--- config.mk ---
export PLATFORM = sky130hd
export DESIGN_NAME = score_digits_overlay
export DESIGN_NICKNAME = d
export VERILOG_FILES = /design/src/rtl/score_digits_overlay.sv
export SDC_FILE = /design/constraint.sdc
export NUM_CORES = 1
export LEC_CHECK = 0
export ABC_AREA = 1
export CAP_MARGIN = 20
export CORE_ASPECT_RATIO = 1.2
export CORE_MARGIN = 2
export CORE_UTILIZATION = 56
export CTS_CLUSTER_DIAMETER = 30
export DETAILED_ROUTE_END_ITERATION = 8
export GPL_ROUTABILITY_DRIVEN = 0
export GPL_TIMING_DRIVEN = 0
export PLACE_DENSITY = 0.8
export SLEW_MARGIN = 10
export SYNTH_ARGS = -nofsm -noshare
export SYNTH_HDL_FRONTEND = slang
export SYNTH_SLANG_ARGS = --single-unit
--- constraint.sdc ---
create_clock -name vga_clk -period 8.1 [get_ports vga_clk]
set_clock_uncertainty 0.2 [all_clocks]
set_input_delay 2.43 -clock vga_clk [delete_from_list [all_inputs] [get_ports vga_clk]]
set_output_delay 2.43 -clock vga_clk [all_outputs]
set_load 0.02 [all_outputs]
--- src/rtl/score_digits_overlay.sv ---
// score_digits_overlay
//   Draws a NUM_DIGITS decimal number over an upstream VGA pixel stream.
//   The binary input is converted to BCD once per frame by a sequential
//   double-dabble FSM, so the displayed number never changes mid-frame.
//   Glyphs come from an external font ROM with one cycle of read latency.
//
// Ports
//   vga_clk, vga_rst      pixel clock, synchronous active-high reset
//   x_pos, y_pos          current pixel coordinate
//   value                 unsigned binary number to display
//   blink                 1 = digits blink with a BLINK_FRAMES half-period
//   bg_pixel              upstream pixel for (x_pos, y_pos)
//   font_addr, font_bit   font ROM address out, ROM data back one cycle later
//   busy                  BCD conversion in progress
//   pixel_data            composited pixel, three cycles after x/y/bg_pixel
//
// Optional build macro
//   SCORE_LZ_BLANK_EN     blank leading-zero digits (rightmost digit always drawn)
module score_digits_overlay #(
    parameter int          NUM_DIGITS   = 4,
    parameter int          VALUE_W      = 14,
    parameter int          SCALE        = 2,
    parameter int          GLYPH_W      = 32,
    parameter int          GLYPH_H      = 64,
    parameter int          ORIGIN_X     = 192,
    parameter int          ORIGIN_Y     = 176,
    parameter logic [11:0] FG_COLOR     = 12'h000,
    parameter int          BLINK_FRAMES = 30,
    parameter int          ADDR_W       = 15
) (
    input  logic               vga_clk,
    input  logic               vga_rst,
    input  logic [9:0]         x_pos,
    input  logic [9:0]         y_pos,
    input  logic [VALUE_W-1:0] value,
    input  logic               blink,
    input  logic [11:0]        bg_pixel,
    output logic [ADDR_W-1:0]  font_addr,
    input  logic               font_bit,
    output logic               busy,
    output logic [11:0]        pixel_data
);

    // Enough BCD nibbles to hold any VALUE_W-bit number (3 bits < 1 decade),
    // and never fewer than the displayed digits.
    localparam int BCD_DIGITS = (VALUE_W + 2) / 3;
    localparam int ACC_DIGITS = (BCD_DIGITS > NUM_DIGITS) ? BCD_DIGITS : NUM_DIGITS;
    localparam int ACC_W      = ACC_DIGITS * 4;
    localparam int SCALE_SH   = $clog2(SCALE);
    localparam int BOX_W      = NUM_DIGITS * GLYPH_W * SCALE;
    localparam int BOX_H      = GLYPH_H * SCALE;
    localparam int CNT_W      = $clog2(VALUE_W + 1);
    localparam int FCNT_W     = $clog2(BLINK_FRAMES + 1);

    typedef enum logic [1:0] {IDLE, SHIFT, LOAD} state_t;

    state_t                  state_q, state_d;
    logic [VALUE_W-1:0]      bin_q, bin_d;
    logic [ACC_W-1:0]        acc_q, acc_d, accAdj;
    logic [CNT_W-1:0]        cnt_q, cnt_d;
    logic [NUM_DIGITS*4-1:0] disp_q, disp_d;
    logic                    overflow;
    logic                    originSeen_q;
    logic                    frameStart;
    logic [FCNT_W-1:0]       frameCnt_q, frameCnt_d;
    logic                    hidden_q, hidden_d;

    int                      dxI, dyI, lxI, lyI, kI, colI, addrI;
    logic                    inBox, digitVisible, visible;
    logic [3:0]              digitSel;

    logic [ADDR_W-1:0]       font_addr_q;
    logic                    inBox1_q, vis1_q, inBox2_q, vis2_q;
    logic [11:0]             bg1_q, bg2_q, pixel_q;

    // Only the first cycle spent at (0,0) counts as a frame start.
    assign frameStart = (x_pos == 10'd0) && (y_pos == 10'd0) && !originSeen_q;
    assign busy       = (state_q != IDLE);
    assign font_addr  = font_addr_q;
    assign pixel_data = pixel_q;

    // Double-dabble correction: every nibble >= 5 gets +3 before the shift.
    always_comb begin
        accAdj = acc_q;
        for (int i = 0; i < ACC_DIGITS; i++) begin
            if (acc_q[i*4 +: 4] >= 4'd5) begin
                accAdj[i*4 +: 4] = acc_q[i*4 +: 4] + 4'd3;
            end
        end
    end

    // Any nonzero nibble above the displayed digits means value >= 10^NUM_DIGITS.
    always_comb begin
        overflow = 1'b0;
        for (int i = NUM_DIGITS; i < ACC_DIGITS; i++) begin
            if (acc_q[i*4 +: 4] != 4'd0) begin
                overflow = 1'b1;
            end
        end
    end

    // Conversion FSM next state; the display register is written only in LOAD.
    always_comb begin
        state_d = state_q;
        bin_d   = bin_q;
        acc_d   = acc_q;
        cnt_d   = cnt_q;
        disp_d  = disp_q;
        case (state_q)
            IDLE: begin
                if (frameStart) begin
                    bin_d   = value;
                    acc_d   = '0;
                    cnt_d   = '0;
                    state_d = SHIFT;
                end
            end
            SHIFT: begin
                {acc_d, bin_d} = {accAdj[ACC_W-2:0], bin_q, 1'b0};
                cnt_d          = cnt_q + CNT_W'(1);
                if (cnt_q == CNT_W'(VALUE_W - 1)) begin
                    state_d = LOAD;
                end
            end
            LOAD: begin
                disp_d  = overflow ? {NUM_DIGITS{4'd9}} : acc_q[NUM_DIGITS*4-1:0];
                state_d = IDLE;
            end
            default: state_d = IDLE;
        endcase
    end

    // Blink phase: toggles each time the frame counter wraps; blink=0 pins it visible.
    always_comb begin
        frameCnt_d = frameCnt_q;
        hidden_d   = hidden_q;
        if (frameStart) begin
            if (frameCnt_q == FCNT_W'(BLINK_FRAMES - 1)) begin
                frameCnt_d = '0;
                hidden_d   = ~hidden_q;
            end else begin
                frameCnt_d = frameCnt_q + FCNT_W'(1);
            end
        end
        if (!blink) begin
            hidden_d = 1'b0;
        end
    end

`ifdef SCORE_LZ_BLANK_EN
    logic [NUM_DIGITS-1:0] lzMask;
    logic                  leadZero;

    // A digit is a leading zero when it and everything to its left is zero;
    // the rightmost digit is never blanked so zero still shows as "0".
    always_comb begin
        lzMask   = '0;
        leadZero = 1'b1;
        for (int i = 0; i < NUM_DIGITS - 1; i++) begin
            leadZero  = leadZero && (disp_q[(NUM_DIGITS-1-i)*4 +: 4] == 4'd0);
            lzMask[i] = leadZero;
        end
    end
`endif

    // Box geometry and ROM address; glyphs are stored mirrored, so the column is flipped.
    always_comb begin
        dxI          = int'(x_pos) - ORIGIN_X;
        dyI          = int'(y_pos) - ORIGIN_Y;
        inBox        = (dxI >= 0) && (dxI < BOX_W) && (dyI >= 0) && (dyI < BOX_H);
        lxI          = dxI >>> SCALE_SH;
        lyI          = dyI >>> SCALE_SH;
        kI           = lxI / GLYPH_W;
        colI         = lxI % GLYPH_W;
        digitSel     = 4'd0;
        digitVisible = 1'b1;
        for (int i = 0; i < NUM_DIGITS; i++) begin
            if (kI == i) begin
                digitSel = disp_q[(NUM_DIGITS-1-i)*4 +: 4];
`ifdef SCORE_LZ_BLANK_EN
                digitVisible = !lzMask[i];
`endif
            end
        end
        addrI   = lyI * (10 * GLYPH_W) + int'(digitSel) * GLYPH_W + (GLYPH_W - 1 - colI);
        visible = digitVisible && !(blink && hidden_q);
    end

    // Conversion, frame and blink state.
    always_ff @(posedge vga_clk) begin
        if (vga_rst) begin
            state_q      <= IDLE;
            bin_q        <= '0;
            acc_q        <= '0;
            cnt_q        <= '0;
            disp_q       <= '0;
            originSeen_q <= 1'b0;
            frameCnt_q   <= '0;
            hidden_q     <= 1'b0;
        end else begin
            state_q      <= state_d;
            bin_q        <= bin_d;
            acc_q        <= acc_d;
            cnt_q        <= cnt_d;
            disp_q       <= disp_d;
            originSeen_q <= (x_pos == 10'd0) && (y_pos == 10'd0);
            frameCnt_q   <= frameCnt_d;
            hidden_q     <= hidden_d;
        end
    end

    // Three-stage pixel pipeline; S2 waits for the ROM bit of the S1 address.
    always_ff @(posedge vga_clk) begin
        if (vga_rst) begin
            font_addr_q <= '0;
            inBox1_q    <= 1'b0;
            vis1_q      <= 1'b0;
            bg1_q       <= '0;
            inBox2_q    <= 1'b0;
            vis2_q      <= 1'b0;
            bg2_q       <= '0;
            pixel_q     <= '0;
        end else begin
            if (inBox) begin
                font_addr_q <= ADDR_W'(addrI);
            end
            inBox1_q <= inBox;
            vis1_q   <= visible;
            bg1_q    <= bg_pixel;
            inBox2_q <= inBox1_q;
            vis2_q   <= vis1_q;
            bg2_q    <= bg1_q;
            pixel_q  <= (inBox2_q && vis2_q && font_bit) ? FG_COLOR : bg2_q;
        end
    end

endmodule

==> results.md <==
* CP arrival at 7.69 ns
* Worst Path Buf+Inv at 3
* Drt pass-1 iters at 6
* Final net count at just over 1,000
* I/O pin count at just under 80
* Worst path slowest cell: fa_1
* Worst path max stage delay at 0.49 ns
* Number of fill cells at 894
* PortBufs at 76
* Synth cell types at 42
* Final number of hold-violating endpoints at 0
* Worst slew margin at approximately 63%
* CP Capture Type: register
* Number of synthesized flops with an enable pin at 0
* Syn-to-layout area delta at 24.3%
* Die height at between 100 and 150 um
* Post CTS Setup Buffer Count at 0
* Die width at 101 um
* Footprint of the multi-input gates at 3230 um^2
* Final period util at 93.6%
* Largest net degree at the start of global routing at 17
* Root buffer cell: clkbuf_16
* Hold-fix buffers at CTS at 0
* Setup TNS at 0 ns
* Slew Limit Fails at 0
* Most used flip-flop cell after synthesis: dfxtp_1
* Cells on worst reg2reg path at 14
* Via count at 5,671
* Final setup vio count at 0
* Synth async-reset ratio at 0%
* Placed cell count at 1,045
* # resized after CTS at 0
* Synthesized flop and latch total at 118
* Register area at 2360 um^2
* Sequential fraction of the synthesis area at between 30 and 40%
* Post-route cell area at 7800 um^2
* H-tree depth at 4
* Starting density of the core at 57.1%
* Vias in the first global route at 5,404
* Clock Sink Count at around 120
* Busiest grt layer: met2
* Final Non-Filler Cells at 1,077
* Global Route met3 Usage at 5.82%
* Leakage power at about 3.4 nW
* Placed Area at 7200 um^2
* Ant diodes at 0
* Insertion delay to the later sink of the worst-skew pair at ~0.42 ns
* Starting DRT DRC Count at 319
* Initial antenna violation count at 0
* Worst setup margin at roughly 0.51 ns
* Crit. path cell count at 27
* CTS clk-pin slew, worst paths at ~0.060 ns
* Critical path's top delay family: simple AND/OR/NAND/NOR gates
* Mapped Cells at 837
* Syn Area/Cell at 7.50 um^2
* TritonCTS clock tree: done
* Hold Path Stages at 2
* Critical path launch point type: input port
* Hold crit path type: reg -> reg
* Post-Synthesis Cell Area at 6270 um^2
* Kind of critical path: in -> reg
* Maximum vdd drop at 0.117 mV
* PD cells at 208 nW/um^2
* Antenna Violating Nets Remaining at 0
* Fin crit period at around 7.6 ns
* RSZ-0062 raised after global routing: no
* Crit path required time at 8.21 ns
* GR Util met2 at 42.4%
* Fmax at 0.132 GHz
* CTS max path bufs at 2
* Core area at 11,000 um^2
* Measured slew at the worst slew-check pin at 0.551 ns
* Final wirelength at 14,400 um
* Site Rows at 42
* Grt ovf at 0
* Share of cells above drive strength 1 at 8.15%
* Die area at 12,100 um^2
* Syn Nets at about 940
* Drc violations at 0
* Setup WS pre-CTS at -0.346 ns
* DR vias/cell at 5.27
* DP HPWL at 10,400 um
* GRT Total Usage at 24.8%
* Status: finished clean
* Wire per inst at between 10 and 15 um
* Maxcap violations at 0
* Wire length of the first global-routing pass at 24,000 um
* Met1 GRT Util at about 30%
* Yosys warning count at 0
* Max FO, Critical Path at 9
* Cts bufs inserted at 17
## cell usage in the layout, fill, tap and decap left out, types with 2 or more instances in the layout
cell type / synthesis / layout
a21oi_1: 75 / 75
a21oi_2: 5 / 5
a31oi_1: 9 / 9
buf_2: 3 / 3
buf_4: 2 / 2
buf_6: 5 / 5
clkbuf_1: 16 / 16
clkbuf_16: 0 / 17
clkdlybuf4s50_1: 0 / 76
clkinvlp_4: 0 / 2
dfxtp_1: 118 / 118
fa_1: 5 / 5
ha_1: 51 / 51
inv_1: 137 / 136
inv_2: 5 / 6
inv_6: 0 / 9
inv_8: 0 / 3
nand2_1: 113 / 113
nand2_2: 5 / 5
nand2_4: 2 / 2
nand3_1: 42 / 42
nand3_2: 2 / 2
nand3b_1: 4 / 4
nand4_1: 16 / 16
nand4_2: 2 / 2
nor2_1: 83 / 83
nor3_1: 11 / 10
o211ai_1: 3 / 3
o21ai_0: 65 / 65
o21ai_1: 16 / 16
o31ai_1: 3 / 3
or2_2: 4 / 4
xnor2_1: 8 / 8
xor2_1: 13 / 13
## per-layer routing
layer  wire [um]  up-vias  share of wire [%]
met5           0        -                  0
met4         389        0                2.7
met3         706       33                4.9
met1        6140     2588                 43
li1            -     2912                  -
met2        7170      138                 50
## worst min-delay path: cells and delay by family, from the launching register on
kind | cells | cell delay, ns
flops | 1 | 0.29
buf+inv | 1 | 0.04
simple gates | 1 | 0.03
## synthesized netlist by cell type (3+ instances only)
library cell | n | area [um^2]
buf_6 | 5 | 56.3
dfxtp_1 | 118 | 2360
or2_2 | 4 | 25.0
clkbuf_1 | 16 | 60.1
o21ai_1 | 16 | 80.1
o21ai_0 | 65 | 325
xnor2_1 | 8 | 70.1
nor3_1 | 11 | 55.1
nand3b_1 | 4 | 30.0
xor2_1 | 13 | 114
inv_2 | 5 | 18.8
inv_1 | 137 | 514
buf_2 | 3 | 15.0
nand2_1 | 113 | 424
a31oi_1 | 9 | 56.3
a21oi_1 | 75 | 375
fa_1 | 5 | 100
o31ai_1 | 3 | 22.5
nor2_1 | 83 | 312
nand2_2 | 5 | 31.3
o211ai_1 | 3 | 22.5
ha_1 | 51 | 638
a21oi_2 | 5 | 43.8
nand3_1 | 42 | 210
nand4_1 | 16 | 100
## final timing paths
kind | start | endpoint | slack [ns]
worst max register to register | disp_q[5]$_SDFFE_PP0N_ | font_addr[12]$_SDFFE_PP0P_ | 5.26
worst max-delay path | x_pos[6] | font_addr[12]$_SDFFE_PP0P_ | 0.51
worst min register to register | bg1_q[2]$_SDFF_PP0_ | bg2_q[2]$_SDFF_PP0_ | 0.20
worst min-delay path | bg1_q[2]$_SDFF_PP0_ | bg2_q[2]$_SDFF_PP0_ | 0.20
## flip-flops by register name, summed over array words and instances, names as in the netlist, 2 cells and up
signal and count:
acc_q 20, disp_q 16, font_addr 15, bin_q 14, bg1_q 12, bg2_q 12
pixel_data 12, frameCnt_q 5, cnt_q 4, state_q 2
## cells by family after synthesis
| kind of cell | count (synthesis) | share of synthesized area, % |
|---|---|---|
| compound gates | 180 | 15.4 |
| xor+xnor | 22 | 3.19 |
| fa+ha+maj | 56 | 11.8 |
| buf+inv | 170 | 11.2 |
| flops | 118 | 37.7 |
| simple gates | 291 | 20.8 |
## metrics by stage
step	power [mW]	util [%]	hold WS [ns]
final	1.62	71.0	0.201
after global placement	0.879	65.6	0.189
after detailed placement	0.886	65.6	0.192
after CTS	1.62	70.9	0.203
after floorplan	0.807	-	0.188
after global routing	1.69	71.0	0.220
## report_power, final
group          switching [mW]  internal (mW)
Sequential            0.00291          0.590
Clock                   0.304          0.436
Combinational           0.164          0.121
## area by class of cell
cell class	instances	share of cell area (%)
clock inverters	15	2.02
clock buffers	17	5.45
multi-input cells	549	41.4
well taps	132	2.12
repair buffers	76	9.75
inverters	143	6.91
flip-flops and latches	118	30.3
plain buffers	27	2.07
Note: power is estimated with default switching activity, not from simulation.
